File: config.mk
export PLATFORM = sky130hd
export DESIGN_NAME = gyruss_filter_mixer
export DESIGN_NICKNAME = d
export VERILOG_FILES = /design/src/rtl/gyruss_filter_mixer_pkg.sv /design/src/rtl/gyruss_filter_mixer_sat16.sv /design/src/rtl/gyruss_filter_mixer.sv
export SDC_FILE = /design/constraint.sdc
export NUM_CORES = 1
export LEC_CHECK = 0
export CAP_MARGIN = 20
export CORE_ASPECT_RATIO = 2
export CORE_MARGIN = 2
export CORE_UTILIZATION = 40
export CTS_CLUSTER_SIZE = 24
export DETAILED_ROUTE_END_ITERATION = 8
export PLACE_DENSITY = 0.76
export SLEW_MARGIN = 20
export SYNTH_ARGS = -nofsm -noshare
export SYNTH_HDL_FRONTEND = slang
export SYNTH_SLANG_ARGS = --single-unit
export TNS_END_PERCENT = 10
File: constraint.sdc
create_clock -name clk -period 4.2 [get_ports clk]
set_input_delay 0.84 -clock clk [delete_from_list [all_inputs] [get_ports clk]]
set_output_delay 0.84 -clock clk [all_outputs]
set_load 0.05 [all_outputs]
File: src/rtl/gyruss_filter_mixer_pkg.sv
// Constants shared by the Gyruss filter mixer and its saturation stage:
// the filter-select codes, the FSM state encoding and the sample width.
package gyruss_filter_mixer_pkg;

  localparam int SAMPLE_W = 16;

  localparam logic [1:0] FSEL_BYPASS = 2'b00;
  localparam logic [1:0] FSEL_LIGHT  = 2'b01;
  localparam logic [1:0] FSEL_MEDIUM = 2'b10;
  localparam logic [1:0] FSEL_HEAVY  = 2'b11;

  typedef enum logic [1:0] {
    ST_IDLE = 2'b00,
    ST_ACC  = 2'b01,
    ST_SAT  = 2'b10
  } state_e;

  // Picks one of the four filtered versions of a channel sample.
  function automatic logic [SAMPLE_W-1:0] fsel_pick(
    input logic [1:0]          code,
    input logic [SAMPLE_W-1:0] byp,
    input logic [SAMPLE_W-1:0] lgt,
    input logic [SAMPLE_W-1:0] med,
    input logic [SAMPLE_W-1:0] hvy
  );
    logic [SAMPLE_W-1:0] s;
    case (code)
      FSEL_LIGHT:  s = lgt;
      FSEL_MEDIUM: s = med;
      FSEL_HEAVY:  s = hvy;
      default:     s = byp;
    endcase
    return s;
  endfunction

endpackage

File: src/rtl/gyruss_filter_mixer_sat16.sv
// Combinational arithmetic shift and clamp of a wide signed accumulator
// down to a 16-bit signed sample; shared by the mixing stages.
module gyruss_sat16
  import gyruss_filter_mixer_pkg::*;
#(
  parameter int ACC_W = 19,
  parameter int SHIFT = 1
) (
  input  logic signed [ACC_W-1:0]    acc_i,
  output logic signed [SAMPLE_W-1:0] sat_o
);

  localparam logic signed [ACC_W-1:0] POS_LIM = ACC_W'((2 ** (SAMPLE_W - 1)) - 1);
  localparam logic signed [ACC_W-1:0] NEG_LIM = ACC_W'(-(2 ** (SAMPLE_W - 1)));

  logic signed [ACC_W-1:0] shifted;

  assign shifted = acc_i >>> SHIFT;

  always_comb begin
    if (shifted > POS_LIM) begin
      sat_o = POS_LIM[SAMPLE_W-1:0];
    end else if (shifted < NEG_LIM) begin
      sat_o = NEG_LIM[SAMPLE_W-1:0];
    end else begin
      sat_o = shifted[SAMPLE_W-1:0];
    end
  end

endmodule

File: src/rtl/gyruss_filter_mixer.sv
// Per-channel filter selection and time-multiplexed mixing of the Gyruss AY
// channels into one saturated 16-bit sample per filter sample period.
module gyruss_filter_mixer
  import gyruss_filter_mixer_pkg::*;
#(
  parameter int NCH   = 3,
  parameter int DIV   = 220,
  parameter int SHIFT = 1
) (
  input  logic                           clk,
  input  logic                           reset,
  input  logic [SAMPLE_W*NCH-1:0]        ch_bypass,
  input  logic [SAMPLE_W*NCH-1:0]        ch_light,
  input  logic [SAMPLE_W*NCH-1:0]        ch_medium,
  input  logic [SAMPLE_W*NCH-1:0]        ch_heavy,
  input  logic [2*NCH-1:0]               fsel,
  input  logic                           fsel_we,
  output logic signed [SAMPLE_W-1:0]     out,
  output logic                           out_valid
);

  localparam int ACC_W = SAMPLE_W + $clog2(NCH) + 1;
  localparam int IDX_W = (NCH > 1) ? $clog2(NCH) : 1;
  localparam int CNT_W = $clog2(DIV);

  if (DIV <= NCH + 2) begin : g_div_check
    $error("gyruss_filter_mixer: DIV must exceed NCH+2");
  end

  state_e                      state_q, state_d;
  logic [CNT_W-1:0]            cnt_q, cnt_d;
  logic [IDX_W-1:0]            idx_q, idx_d;
  logic signed [ACC_W-1:0]     acc_q, acc_d;
  logic [2*NCH-1:0]            shadow_q, shadow_d;
  logic [2*NCH-1:0]            active_q, active_d;
  logic signed [SAMPLE_W-1:0]  out_q, out_d;
  logic                        valid_q, valid_d;

  logic                        tick;
  logic [SAMPLE_W-1:0]         pick;
  logic signed [ACC_W-1:0]     pick_ext;
  logic signed [SAMPLE_W-1:0]  sat_val;

  assign tick  = (cnt_q == CNT_W'(DIV - 1));
  assign cnt_d = tick ? '0 : cnt_q + 1'b1;

  always_comb begin
    int ch;
    ch   = int'(idx_q);
    pick = fsel_pick(active_q[2*ch +: 2],
                     ch_bypass[SAMPLE_W*ch +: SAMPLE_W],
                     ch_light[SAMPLE_W*ch +: SAMPLE_W],
                     ch_medium[SAMPLE_W*ch +: SAMPLE_W],
                     ch_heavy[SAMPLE_W*ch +: SAMPLE_W]);
  end

  assign pick_ext = {{(ACC_W - SAMPLE_W){pick[SAMPLE_W-1]}}, pick};

  gyruss_sat16 #(
    .ACC_W (ACC_W),
    .SHIFT (SHIFT)
  ) u_sat (
    .acc_i (acc_q),
    .sat_o (sat_val)
  );

  // NOTE: every output of this block gets a default before the case, so no
  // path can leave a signal unassigned and infer a latch.
  always_comb begin
    state_d  = state_q;
    idx_d    = idx_q;
    acc_d    = acc_q;
    active_d = active_q;
    out_d    = out_q;
    valid_d  = 1'b0;
    shadow_d = fsel_we ? fsel : shadow_q;

    case (state_q)
      ST_IDLE: begin
        if (tick) begin
          // Copy from shadow_d so a write landing on the tick cycle takes effect.
          active_d = shadow_d;
          acc_d    = '0;
          idx_d    = '0;
          state_d  = ST_ACC;
        end
      end
      ST_ACC: begin
        acc_d = acc_q + pick_ext;
        if (idx_q == IDX_W'(NCH - 1)) begin
          state_d = ST_SAT;
        end else begin
          idx_d = idx_q + 1'b1;
        end
      end
      ST_SAT: begin
        out_d   = sat_val;
        valid_d = 1'b1;
        state_d = ST_IDLE;
      end
      default: state_d = ST_IDLE;
    endcase
  end

  // NOTE: state registers use non-blocking assignment so every flop samples
  // the pre-edge value of the others, independent of statement order.
  always_ff @(posedge clk or negedge reset) begin
    if (!reset) begin
      state_q  <= ST_IDLE;
      cnt_q    <= '0;
      idx_q    <= '0;
      acc_q    <= '0;
      shadow_q <= {NCH{FSEL_BYPASS}};
      active_q <= {NCH{FSEL_BYPASS}};
      out_q    <= '0;
      valid_q  <= 1'b0;
    end else begin
      state_q  <= state_d;
      cnt_q    <= cnt_d;
      idx_q    <= idx_d;
      acc_q    <= acc_d;
      shadow_q <= shadow_d;
      active_q <= active_d;
      out_q    <= out_d;
      valid_q  <= valid_d;
    end
  end

  assign out       = out_q;
  assign out_valid = valid_q;

endmodule

==> results by group, run 1 <==
CTS
  • Clock latency on the worst-skew pair: 0.33 ns
  • H-tree depth: 3
  • CTS tree: yes
  • Root Driver: clkbuf_16
  • Clk sinks: 60
  • Clock Path Buffers: 2
  • Hold_buf cts: 0
  • Reg clk slew, reported paths: 0.05 ns
  • TritonCTS Buffers: 9

Timing
  • Final hold vios: 0
  • Slew HR: 0.3781
  • Crit path time final: 4.016 ns
  • Slew @ Worst Pin: 0.9328 ns
  • Maximum clock frequency: 249.0 MHz
  • Final setup vio count: 0
  • Max-slew violations: 0
  • Final period util: 0.9561
  • Worst Skew: 0.005940 ns
  • Fin Hold WS: 0.4569 ns

Critical path
  • Max FO, Critical Path: 6
  • Critical R2R Launch: idx_q[1]
  • Setup crit start kind: register
  • Setup CP Type: register to register
  • Worst EP arrival: 4.25 ns
  • CP endpoint kind: register
  • CP endpoint: acc_q[18]
  • CP startpoint: idx_q[1]
  • R2R depth: 15
  • Worst Path Required: 4.44 ns
  • R2R Setup Slk: 0.18 ns
  • Critical R2R Capture: acc_q[18]

Global route
  • Initial antenna violation count: 2
  • Number of global-route vias before repair: 5142
  • Gr usage total: 0.2508
  • First-pass GRT wire length: 26.45 mm
  • Global route overflow: 0
  • Largest net degree at the start of global routing: 36

Drt
  • Routed Antenna Nets: 0
  • First-pass DRT Iterations: 5
  • DRC: 0
  • 1st-iter DRT viols: roughly 360
  • Post-DR vias/cell: roughly 5.6
  • WL/cell: approximately 19 um
  • Drt total wl: between 15 and 20 mm
  • Total vias in the final route: 5256

Synthesis
  • Synth area leaders: dfrtp_1 (29%), mux2i_1 (13%), mux4_2 (13%), nand2_1 (6.2%), ha_1 (5.0%)
  • Largest area contributor in the netlist: dfrtp_1
  • Top cell type's share of synthesized area: 0.2878
  • Ys async rst share: 1.000
  • Top FF cell, synth: dfrtp_1
  • Post-synthesis sequential area ratio: 0.2878
  • Mapped Nets: 787
  • Syn avg cell area: 9.249 sq um
  • Post-Synthesis Cells: between 500 and 600
  • Register bit count reported by yosys: 60
  • EDFF count, synth: 0
  • Yosys cell types: 56
  • YS warnings: 0
  • Cell area after synthesis: 5216 sq um

Floorplanning
  • Total die area: 14030 sq um
  • Die Y: 165.5 um
  • Row Count: 59
  • Core region area: roughly 13000 sq um
  • Starting Density: 0.4061
  • I/O pins: ~220
  • Die width: 84.75 um

Outcome
  • Outcome: finished clean

Layout
  • Register Area: 1503 sq um
  • Synthesis-to-layout area growth: 52.55%
  • Final core occ: 0.6195
  • Post-layout net count: 1003
  • Layout cells sized above 1: 0.1223
  • Multi-input logic area: 3527 sq um
  • # fillers: 1124

Pwr
  • IR drop worst, VDD: between 0.3 and 0.4 mV
  • Flop pwr share: 0.325
  • Pint: about 0.0014 W
  • Sw Pwr: ~0.00046 W
  • P_leak: 3.320 nW
  • Clock Power Share: 0.372
  • Tot Pwr: 0.001828 W
  • Sw Ratio: 0.2522
  • Comb pwr share: 0.303
  • PD cells: 229.7 nW/um^2

Place
  • HPWL after detailed placement: about 15 mm
  • IO Port Bufs: 217
  • GPL Wtd Cong: around 0.9

Flow run
  • Maxcap violations: 0

Min path
  • Hold WC Path Type: register to register
==> power groups by stage <==
stage / clock network [W] / logic (W) / registers (W)
after global placement: 0 / 0.000527 / 0.000602
after detailed placement: 0 / 0.000539 / 0.000603
after global routing: 0.000719 / 0.000592 / 0.000595
after floorplan: 0 / 0.000257 / 0.000601
final: 0.000681 / 0.000553 / 0.000594
after CTS: 0.000689 / 0.000541 / 0.000594
==> through the flow <==
| stage | cell area, sq um | setup TNS [ns] | cells | worst slack, ns |
|---|---|---|---|---|
| finish | 7958 | 0 | 939 | 0.1842 |
| global route | 7958 | -0.02827 | 939 | -0.02827 |
| CTS | 7883 | 0 | 935 | 0.01318 |
| detailed placement | 7596 | -0.5375 | 919 | -0.2594 |
| global placement | 7596 | -0.2403 | 919 | -0.1545 |
| floorplan | 5216 | 0 | 564 | 0.2191 |
==> cell usage after synthesis (all sizes together) (2+ instances only) <==
cell,n
nand3,7
nor2,54
dfrtp,60
mux2,14
nand4,2
nor3,5
a22o,4
clkbuf,16
a32oi,2
mux2i,68
a21o,8
o21a,4
o211a,2
nor2b,2
a211oi,3
nand2b,4
xor2,8
a311oi,2
o21ai,63
nand2,86
ha,21
o31ai,3
buf,20
o21bai,3
o22ai,2
inv,18
and2,2
o211ai,3
a21boi,2
mux4,30
and3,3
a21oi,17
nand3b,2
or4,2
a31oi,2
or3,2
xnor2,7
==> worst max-delay path, stage by stage (launching register included) <==
cell	delay, ns
dfrtp_2	0.43
buf_4	0.18
mux2i_2	0.17
o21ai_4	0.27
mux4_2	0.55
o21ai_2	0.14
ha_2	0.19
inv_1	0.05
fa_1	0.37
nand2b_4	0.17
a211oi_2	0.27
a21o_1	0.21
a311oi_2	0.12
or4_1	0.40
mux2_1	0.29
o211ai_1	0.09
==> what timing repair did <==
action	4_1_cts	5_1_grt
pin swaps	0	3
buffers inserted	0	2
endpoints found under the setup margin	1	4
gates resized for setup	1	14
==> area by class of cell <==
| cell class | instances | area share |
|---|---|---|
| Timing Repair Buffer | 241 | 0.2994 |
| Tap cell | 152 | 0.02390 |
| Clock buffer | 15 | 0.03491 |
| Inverter | 18 | 0.008491 |
| Multi-Input combinational cell | 450 | 0.4432 |
| Clock inverter | 1 | 0.0006289 |
| Sequential cell | 60 | 0.1888 |
| Antenna cell | 2 | 0.0006289 |
==> worst min-delay path by stage <==
stage,start,slack [ns],cells after the start,end
floorplan,cnt_q[0],0.43,1,cnt_q[0]
global placement,cnt_q[0],0.44,1,cnt_q[0]
detailed placement,cnt_q[0],0.45,1,cnt_q[0]
CTS,cnt_q[0],0.46,1,cnt_q[0]
global route,cnt_q[0],0.48,1,cnt_q[0]
finish,cnt_q[0],0.46,1,cnt_q[0]
==> cell families (layout without fill, tap and decap cells) <==
logic type               after synthesis  count (layout)  synth area share
adder cells (fa/ha/maj)               22              22           0.05421
AO/OA/AOI/OAI                        130             130            0.1586
XOR/XNOR                              15              15           0.02519
buffers and inverters                 54             275           0.04701
AND/OR/NAND/NOR                      171             171            0.1370
flip-flops                            60              60            0.2878
multiplexers                         112             112            0.2902
other                                  0               2                 0
==> registers in the layout, summed over array words and instances (netlist names) <==
name       count
out_valid      1
active_q       6
cnt_q          8
idx_q          2
out           16
state_q        2
shadow_q       6
acc_q         19
==> cells in the final DEF (no fill, tap or decap), types with 3 or more instances in the layout <==
| cell type | n |
|---|---|
| clkdlybuf4s50_1 | 216 |
| nand2_1 | 86 |
| mux2i_1 | 66 |
| dfrtp_1 | 59 |
| nor2_1 | 54 |
| o21ai_0 | 46 |
| mux4_2 | 30 |
| ha_1 | 19 |
| buf_4 | 19 |
| inv_1 | 18 |
| a21oi_1 | 17 |
| o21ai_1 | 14 |
| mux2_2 | 13 |
| clkbuf_16 | 9 |
| xor2_1 | 8 |
| a21o_1 | 8 |
| nand3_1 | 7 |
| xnor2_1 | 7 |
| nor3_1 | 4 |
| a22o_1 | 4 |
| o21a_1 | 4 |
| and3_1 | 3 |
| nand2b_1 | 3 |
| o31ai_1 | 3 |
| o211ai_1 | 3 |
| clkbuf_1 | 3 |
| clkbuf_8 | 3 |
==> per-layer routing <==
metal  routed length [um]  track usage  up-vias
li1                     -            -     2494
met1                 6532       0.2859     2428
met2                 8746       0.4230      291
met3                 1755      0.06660       43
met4                  971       0.1392        0
met5                    0            0        -
No activity file was read; power rests on OpenSTA's default activity.
==> run 2: changes to the inputs <==
- SKIP_LAST_GASP: default -> 1
==> results of run 2 <==
The final DEF is identical to that of run 1; final timing and power are the same.
